**config.mk**
```make
export PLATFORM = sky130hd
export DESIGN_NAME = phase_sequencer_ctrl
export DESIGN_NICKNAME = d
export VERILOG_FILES = /design/src/rtl/phase_sequencer_ctrl.sv
export SDC_FILE = /design/constraint.sdc
export NUM_CORES = 1
export LEC_CHECK = 0
export ABC_AREA = 0
export CORE_UTILIZATION = 52
export CTS_CLUSTER_DIAMETER = 100
export DETAILED_ROUTE_END_ITERATION = 10
export PLACE_DENSITY = 0.91
export SLEW_MARGIN = 5
export SYNTH_ARGS = -nofsm -noshare
export SYNTH_HDL_FRONTEND = slang
export SYNTH_SLANG_ARGS = --single-unit
```
**constraint.sdc**
```tcl
create_clock -name PLClock -period 4.1 [get_ports PLClock]
set_input_delay 0.615 -clock PLClock [delete_from_list [all_inputs] [get_ports PLClock]]
set_output_delay 0.615 -clock PLClock [all_outputs]
set_load 0.01 [all_outputs]
```
**src/rtl/phase_sequencer_ctrl.sv**
```systemverilog
`default_nettype none
// ============================================================================
// Module   : phase_sequencer_ctrl
// Purpose  : Run/halt/single-step sequencer for the CPU's multi-phase
//            instruction timing. Each phase lasts Divisor+1 clocks. The final
//            phase of an instruction comes from the decoder (LastPhase). A phase
//            can be held in STALL while memory is not ready.
// Ports    : PLClock, Reset           - clock, synchronous active-high reset
//            Run, HaltReq, StepMode,  - run control (levels); Step is a
//            Step                       1-cycle single-step pulse
//            Divisor                  - phase period = Divisor+1 clocks
//            LastPhase                - final phase of current instruction
//            MemWaitMask, MemReady    - per-phase memory wait-state gating
//            PhaseIndex/PhaseOneHot   - current phase (one-hot zero when idle)
//            ClockSource              - legacy thermometer phase output
//            PhaseTick, InstrDone     - phase-start / instruction-end strobes
//            Running, Halted          - status
// Revision : 1.0 - initial release
// ============================================================================
module phase_sequencer_ctrl #(
    parameter int NUM_PHASES = 5,
    parameter int DIV_WIDTH  = 4,
    parameter int PH_W       = 3
) (
    input  logic                  PLClock,
    input  logic                  Reset,
    input  logic                  Run,
    input  logic                  HaltReq,
    input  logic                  StepMode,
    input  logic                  Step,
    input  logic [DIV_WIDTH-1:0]  Divisor,
    input  logic [PH_W-1:0]       LastPhase,
    input  logic [NUM_PHASES-1:0] MemWaitMask,
    input  logic                  MemReady,
    output logic [PH_W-1:0]       PhaseIndex,
    output logic [NUM_PHASES-1:0] PhaseOneHot,
    output logic [NUM_PHASES-2:0] ClockSource,
    output logic                  PhaseTick,
    output logic                  InstrDone,
    output logic                  Running,
    output logic                  Halted
);

    localparam logic [PH_W-1:0] c_MAX_PHASE = PH_W'(NUM_PHASES - 1);

    typedef enum logic [1:0] {
        S_IDLE   = 2'd0,
        S_ACTIVE = 2'd1,
        S_STALL  = 2'd2,
        S_HALT   = 2'd3
    } state_t;

    state_t                r_state;
    logic [PH_W-1:0]       r_phase;
    logic [DIV_WIDTH-1:0]  r_count;
    logic                  r_single;   // current instruction was started by Step
    logic                  r_tick;
    logic [NUM_PHASES-1:0] r_onehot;
    logic [NUM_PHASES-2:0] r_therm;
    logic                  r_running;
    logic                  r_halted;

    logic [PH_W-1:0]       w_eff_last;
    logic                  w_at_point;
    logic                  w_wait;
    logic                  w_advance;
    logic                  w_boundary;

    state_t                w_next_state;
    logic [PH_W-1:0]       w_next_phase;
    logic [DIV_WIDTH-1:0]  w_next_count;
    logic                  w_next_single;
    logic                  w_next_tick;
    logic                  w_next_active;
    logic [NUM_PHASES-1:0] w_next_onehot;
    logic [NUM_PHASES-2:0] w_next_therm;

    // Decoder may report a phase beyond the implemented range; clamp it.
    assign w_eff_last = (LastPhase > c_MAX_PHASE) ? c_MAX_PHASE : LastPhase;

    // >= rather than == so that lowering Divisor below the running count
    // ends the phase at once instead of waiting for the counter to wrap.
    assign w_at_point = (r_state == S_ACTIVE) && (r_count >= Divisor);

    // r_onehot is the decoded current phase whenever the sequencer is ACTIVE.
    assign w_wait     = (|(MemWaitMask & r_onehot)) && !MemReady;

    // In STALL the divider already sits at its terminal count, so the first
    // cycle with MemReady=1 is itself the advance cycle.
    assign w_advance  = (w_at_point && !w_wait) ||
                        ((r_state == S_STALL) && MemReady);
    assign w_boundary = w_advance && (r_phase >= w_eff_last);

    always_comb begin
        w_next_state  = r_state;
        w_next_phase  = r_phase;
        w_next_count  = r_count;
        w_next_single = r_single;
        w_next_tick   = 1'b0;
        case (r_state)
            S_IDLE: begin
                if (Run) begin
                    w_next_state = S_ACTIVE;
                    w_next_phase = '0;
                    w_next_count = '0;
                    w_next_tick  = 1'b1;
                end
            end
            S_HALT: begin
                // Halt request overrides both Step and Run.
                if (HaltReq) begin
                    w_next_state = S_HALT;
                end else if (Step) begin
                    w_next_state  = S_ACTIVE;
                    w_next_phase  = '0;
                    w_next_count  = '0;
                    w_next_single = 1'b1;
                    w_next_tick   = 1'b1;
                end else if (Run && !StepMode) begin
                    w_next_state  = S_ACTIVE;
                    w_next_phase  = '0;
                    w_next_count  = '0;
                    w_next_single = 1'b0;
                    w_next_tick   = 1'b1;
                end
            end
            S_ACTIVE, S_STALL: begin
                if (w_advance) begin
                    w_next_count = '0;
                    if (w_boundary) begin
                        w_next_phase  = '0;
                        w_next_single = 1'b0;
                        if (HaltReq || StepMode || r_single) begin
                            w_next_state = S_HALT;
                        end else begin
                            w_next_state = S_ACTIVE;
                            w_next_tick  = 1'b1;
                        end
                    end else begin
                        w_next_state = S_ACTIVE;
                        w_next_phase = r_phase + PH_W'(1);
                        w_next_tick  = 1'b1;
                    end
                end else if (r_state == S_ACTIVE) begin
                    if (w_at_point) begin
                        // Memory not ready: hold phase and terminal count.
                        w_next_state = S_STALL;
                    end else begin
                        w_next_count = r_count + DIV_WIDTH'(1);
                    end
                end
            end
            default: begin
                w_next_state = S_IDLE;
                w_next_phase = '0;
                w_next_count = '0;
            end
        endcase
    end

    assign w_next_active = (w_next_state == S_ACTIVE) || (w_next_state == S_STALL);

    always_comb begin
        w_next_onehot = '0;
        w_next_therm  = '0;
        for (int k = 0; k < NUM_PHASES; k++) begin
            if (w_next_active && (w_next_phase == PH_W'(k))) begin
                w_next_onehot[k] = 1'b1;
            end
        end
        for (int k = 0; k < NUM_PHASES - 1; k++) begin
            if (w_next_active && (w_next_phase > PH_W'(k))) begin
                w_next_therm[k] = 1'b1;
            end
        end
    end

    always_ff @(posedge PLClock) begin
        if (Reset) begin
            r_state   <= S_IDLE;
            r_phase   <= '0;
            r_count   <= '0;
            r_single  <= 1'b0;
            r_tick    <= 1'b0;
            r_onehot  <= '0;
            r_therm   <= '0;
            r_running <= 1'b0;
            r_halted  <= 1'b0;
        end else begin
            r_state   <= w_next_state;
            r_phase   <= w_next_phase;
            r_count   <= w_next_count;
            r_single  <= w_next_single;
            r_tick    <= w_next_tick;
            r_onehot  <= w_next_onehot;
            r_therm   <= w_next_therm;
            r_running <= w_next_active;
            r_halted  <= (w_next_state == S_HALT);
        end
    end

    assign PhaseIndex  = r_phase;
    assign PhaseOneHot = r_onehot;
    assign ClockSource = r_therm;
    assign PhaseTick   = r_tick;
    // The instruction ends on the advance cycle itself; a reset in that cycle
    // aborts the instruction instead.
    assign InstrDone   = w_boundary && !Reset;
    assign Running     = r_running;
    assign Halted      = r_halted;

endmodule
`default_nettype wire

```
== Word level (Yosys, flattened, before mapping) ==
Cells that the tools add are included.

* Add/sub/neg operators: 2
* $lt $le $gt $ge: 7
* Equality and inequality tests: 17
* Multiplexer cells: 49
* Bitwise operators: 1
* Reduce and logical (&&, ||, !) cells: 31

{| class="wikitable"
|+ Operators by type and width
! cell !! count
|-
| 4-bit two-way mux || 7
|-
| 1-bit two-way mux || 21
|-
| 3-bit two-way mux || 7
|-
| 2-bit two-way mux || 9
|-
| 1-bit logical AND || 16
|-
| 4-bit one-hot mux with 3 select lines || 1
|-
| 5-bit AND reduction || 2
|-
| 3-bit != test, second input constant || 3
|-
| 3-bit one-hot mux with 3 select lines || 1
|-
| 2-bit equality test, second input constant || 4
|-
| 2-bit != test, second input constant || 4
|-
| 3-bit by 2-bit equality test with 1-bit output, second input constant || 2
|-
| 3-bit by 1-bit greater-than comparator with 1-bit output, second input constant || 2
|-
| 3-bit by 2-bit greater-than comparator with 1-bit output, second input constant || 2
|-
| 2-bit one-hot mux with 3 select lines || 1
|-
| 5-bit AND || 1
|-
| 5-bit OR reduction || 1
|-
| 4-bit by 1-bit adder with 4-bit output, second input constant || 1
|-
| 2-bit by 1-bit equality test with 1-bit output, second input constant || 2
|-
| 4-bit greater-or-equal comparator || 1
|-
| 1-bit logical NOT || 4
|-
| 1-bit logical OR || 4
|-
| 3-bit by 1-bit adder with 3-bit output, second input constant || 1
|-
| 3-bit by 1-bit equality test with 1-bit output, second input constant || 1
|-
| other kinds (9) || 9
|}

* Bits in registers: 22
* Bits of input ports: 19
* Output and inout port bits: 16
* Logic and storage cells: 116

== Logic depth before layout (Yosys ltp) ==
* Depth in word-level cells: 14
* Mapped depth: 15
* Depth with buffers taken out: 14

== Worst setup path after synthesis ==
OpenSTA, ideal clock, no wires.

* Kind: input to register
* From: input port Divisor[0]
* To: register r_onehot[4] (netlist: PhaseOneHot[4])
* Arrival time: 2,555 ps
* Path slack: 1,410 ps
* Stages on the path: 14
* Path buffers: 1
* Cell sequence: ha_1 or3b_4 nand3_2 a21o_1 buf_6 a21oi_1 o21ai_0 nand2_1 nand2_1 ha_1 nand2b_1 inv_1 nand2_1 nor3_1

* Longest elaborated chain between the ends: 12
* Elaborated cells between the ends (all ways): 19
* Those cells by class: order compare (1); eq/ne (3); mux (9); reduce/logical (6)

{| class="wikitable"
|+ Ends and longest elaborated chain
! item !! RTL line !! source
|-
| start, declared || 31 || <nowiki>input logic [DIV_WIDTH-1:0] Divisor,</nowiki>
|-
| 4-bit greater-or-equal comparator (*) || 83 || <nowiki>assign w_at_point = (r_state == S_ACTIVE) && (r_count >= Divisor);</nowiki>
|-
| 1-bit logical AND (*) || 83 ||
|-
| 1-bit logical AND || 90 || <nowiki>assign w_advance = (w_at_point && !w_wait) ||</nowiki>
|-
| 1-bit logical OR || 90 ||
|-
| 1-bit logical AND || 92 || <nowiki>assign w_boundary = w_advance && (r_phase >= w_eff_last);</nowiki>
|-
| 2-bit two-way mux || 130 || <nowiki>if (w_boundary) begin</nowiki>
|-
| 2-bit two-way mux (*) || 128 || <nowiki>if (w_advance) begin</nowiki>
|-
| 2-bit one-hot mux with 3 select lines (*) || 100 || <nowiki>case (r_state)</nowiki>
|-
| via w_next_state[1] || 69 || <nowiki>state_t w_next_state;</nowiki>
|-
| 2-bit by 1-bit equality test with 1-bit output / 2-bit equality test (equally long branches) || 161 || <nowiki>assign w_next_active = (w_next_state == S_ACTIVE) || (w_next_state == S_STALL);</nowiki>
|-
| 1-bit logical OR (*) || 161 ||
|-
| via w_next_active || 74 || <nowiki>logic w_next_active;</nowiki>
|-
| 1-bit logical AND (*) || 167 || <nowiki>if (w_next_active && (w_next_phase == PH_W'(k))) begin</nowiki>
|-
| 1-bit two-way mux (*) || 167 ||
|-
| end signal, assigned || 195 || <nowiki>r_onehot <= w_next_onehot;</nowiki>
|-
| end, declared || 58 || <nowiki>logic [NUM_PHASES-1:0] r_onehot;</nowiki>
|}

Mark *: on every way through the listed nets, which the timed path passes. The rest lies on a longest branch.
A chain may end at the register's enable or synchronous reset.

== Worst setup path in the final report ==
* From: input port Divisor[1]
* To: output port InstrDone

* Longest elaborated chain between the ends: 6

{| class="wikitable"
|+ Ends and longest elaborated chain
! item !! RTL line !! source
|-
| 4-bit greater-or-equal comparator || 83 ||
|-
| 1-bit logical AND || 83 ||
|-
| 1-bit logical AND || 90 ||
|-
| 1-bit logical OR || 90 ||
|-
| 1-bit logical AND || 92 ||
|-
| 1-bit logical AND || 208 || <nowiki>assign InstrDone = w_boundary && !Reset;</nowiki>
|-
| end, declared || 39 || <nowiki>output logic InstrDone,</nowiki>
|}

No other way between the ends.

==> metrics <==
number of register bits inferred by synthesis 22; number of cell rows 18; switching power of the nets 152 µW; top cells by area in the synthesized netlist sky130_fd_sc_hd__dfxtp_1, sky130_fd_sc_hd__ha_1, sky130_fd_sc_hd__a21oi_1, sky130_fd_sc_hd__nand2_1, sky130_fd_sc_hd__nor2_1; delay of the slowest cell on the worst path 0.58 ns; number of pins with negative max-slew slack in the final report 0; number of port buffers 34; all-layer global routing usage 26.4%; dominant cell type by area after synthesis sky130_fd_sc_hd__dfxtp_1; Logic pwr share 24.5%; class of the tightest hold or removal check reg2reg; achievable frequency 0.296 GHz; Mapped Nets 187; effective utilization at floorplan 54.7%; clock insertion delay at the later pin of the skew report 0.33 ns; Syn Area/Cell 8.80 µm²; arrival time at the worst endpoint 2.77 ns; number of setup buffers added after CTS 0; post-DR vias/cell 5.93; Max IR drop VDD 273 µV; final net count 223; post-synthesis instance area 1360 µm²; portion of total power attributed to the clock network 32.7%; WP data required 3.48 ns; synth unique cells 41; floorplan die width 53.0 µm; Clock transition at path regs 0.13 ns; dpl hpwl 2.57 mm; first drt pass iteration count 4; wire length on met2 1.77 mm; clock tree buffer depth 2; share of async-settable or async-resettable flops after synthesis 0%; via count 1298; worst-path cell with the longest stage delay sky130_fd_sc_hd__clkdlybuf4s50_1; internal power 380 µW; # hold bufs at CTS 0; final sum of negative setup slack 0 ns; portion of synthesized cell area occupied by the leading cell type 32.5%; most common cell after layout, fill and taps aside sky130_fd_sc_hd__clkdlybuf4s50_1; core area 2480 µm²; setup repair after global routing missed its margin no; sequential-to-total area share from yosys stat 32.5%; Reg power frac 42.9%; overall die area 2810 µm²; I/O pin count 35; result of the run complete, no violations; leakage power total 0.000712 µW; type of the worst setup path in2out; ratio of total power to cell area 302 nW/µm²; H-tree lvl count 1; number of gates resized after CTS 0; number of enable-type register cells in the synthesized netlist 0; Mapped Cells 154; final clock period utilization by the worst path 82.5%; Total Wirelength 3.35 mm; Critical Path Source Divisor[1]; path depth of the worst reg2reg path 14; overall overflow remaining after global route 0; critical register-to-register path startpoint r_count[0]; clock buffers created by TritonCTS 3; total number of yosys warnings 0; last element of the critical path InstrDone; terminus of the critical flop-to-flop path PhaseOneHot[4]; smallest hold slack 0.494 ns; antenna violations before repair 0; global-route wire length before repair 5.42 mm; number of setup violations in the final report 0; largest clock skew in the final design 0.00900 ns; critical-path maximum fanout 11; Critical Path End Type output pin; master cell of the clock root buffer sky130_fd_sc_hd__clkbuf_4; maxcap violations 0; Critical Path Most Common Cell sky130_fd_sc_hd__clkdlybuf4s50_1; actual slew at the worst max-slew pin 0.533 ns; Antenna Nets Post-Route 0; Routed WL per cell 15.3 µm; CP top delay family buffers and inverters; worst path cell trace clkdlybuf4s50_1 > inv_1 > ha_1 > o211a_1 > nand3_2 > a21o_1 > nor3_1 > clkdlybuf4s50_1; gp weighted congestion 0.869; switching share of total power 28.5%; most frequent cells in the layout sky130_fd_sc_hd__clkdlybuf4s50_1, sky130_fd_sc_hd__dfxtp_1, sky130_fd_sc_hd__a21oi_1; crit path buf inv count 3; Met3 Routed Length 185 µm; final count of hold timing violations 0; vertical extent of the die 53.0 µm; minimum period implied by the final worst setup slack 3.38 ns; TritonCTS clock tree yes; pin count of the biggest net entering global routing 15; layout cells sized above 1 8.47%; number of DRC markers in iteration 0 30; count of clock tree sinks 22; ANT cells 0; uppermost metal layer occupied by signal nets met4; remaining max-slew budget at the tightest pin 64.4%; startpoint types input pin; total routed wire length on the met1 layer 1.32 mm; most used flip-flop cell after synthesis sky130_fd_sc_hd__dfxtp_1; Worst path depth 8; area growth from synthesis to layout 30.1%; DRC violation count after routing 0; via count of the first global-routing pass 1307; setup slack of the worst register-to-register path 1.24 ns
## cells in the mapped netlist, types with 2 or more instances
library cell and instances:
sky130_fd_sc_hd__a21oi_1 16, sky130_fd_sc_hd__o21ai_0 5, sky130_fd_sc_hd__dfxtp_1 22, sky130_fd_sc_hd__nand3b_1 3, sky130_fd_sc_hd__a22oi_1 3, sky130_fd_sc_hd__nor2_1 13, sky130_fd_sc_hd__nand3_1 2, sky130_fd_sc_hd__nor3_2 2
sky130_fd_sc_hd__nor2b_1 6, sky130_fd_sc_hd__or4_1 2, sky130_fd_sc_hd__nand2_1 14, sky130_fd_sc_hd__or3_1 2, sky130_fd_sc_hd__ha_1 14, sky130_fd_sc_hd__a21o_1 5, sky130_fd_sc_hd__inv_1 12, sky130_fd_sc_hd__nor3_1 5
sky130_fd_sc_hd__nand2b_1 3, sky130_fd_sc_hd__o21a_1 2
## area by class of cell
class                      instances  area [µm²]
clock buffer                       3        22.5
clock inverter                     1        30.0
fill                             195         714
inverter                          12        45.0
multi-input combinational        117         847
sequential                        22         440
tap                               30        37.5
timing repair buffer              34         340
## how the worst min path moves through the flow
stage | startpoint | endpoint | depth (start not counted)
6_report | r_single | r_single | 2
3_5_place_dp | r_single | r_single | 2
2_1_floorplan | r_single | r_single | 2
3_3_place_gp | r_single | r_single | 2
4_1_cts | r_single | r_single | 2
5_1_grt | r_single | r_single | 2
## cells by family (layout without fill, tap and decap cells)
| family | Yosys count | in the layout | share of synthesized area (%) |
|---|---|---|---|
| and+or+nand+nor | 59 | 59 | 25.2 |
| AOI/OAI and AO/OA | 44 | 44 | 24.4 |
| adders and majority gates | 14 | 14 | 12.9 |
| buffers and inverters | 15 | 50 | 4.99 |
| DFF | 22 | 22 | 32.5 |
## tightest hold or removal path: cells and delay by family (launching register included)
kind,cells,cell delay [ns]
AOI/OAI and AO/OA,2,0.13
DFF,1,0.34
## state kept, by name (all words and copies together) (netlist names)
signal / cells
PhaseOneHot: 5
ClockSource: 4
r_count: 4
PhaseIndex: 3
r_state: 2
Halted: 1
PhaseTick: 1
Running: 1
r_single: 1
## layer usage
layer / GRT usage [%] / vias to the layer above
met5: 0 / -
met4: 11.4 / 0
met3: 5.75 / 12
met2: 51.7 / 53
met1: 26.0 / 612
li1: - / 621
## metrics by stage
stage | instance area (µm²) | total power, µW | cells | utilization (%) | setup slack, ns
CTS | 1760 | 527 | 219 | 71.2 | 0.701
finish | 1760 | 532 | 219 | 71.2 | 0.718
detailed placement | 1710 | 358 | 215 | 69.0 | 0.690
floorplan | 1360 | 312 | 154 | - | 1.41
global placement | 1710 | 352 | 215 | 69.0 | 0.772
global route | 1760 | 552 | 219 | 71.2 | 0.530
## power by group through the flow
| stage | sequential, µW | combinational (µW) | clock (µW) |
|---|---|---|---|
| global route | 229 | 143 | 181 |
| CTS | 228 | 128 | 171 |
| floorplan | 234 | 78.3 | 0 |
| global placement | 231 | 121 | 0 |
| finish | 228 | 130 | 174 |
| detailed placement | 232 | 126 | 0 |
No activity file was read; power rests on OpenSTA's default activity.
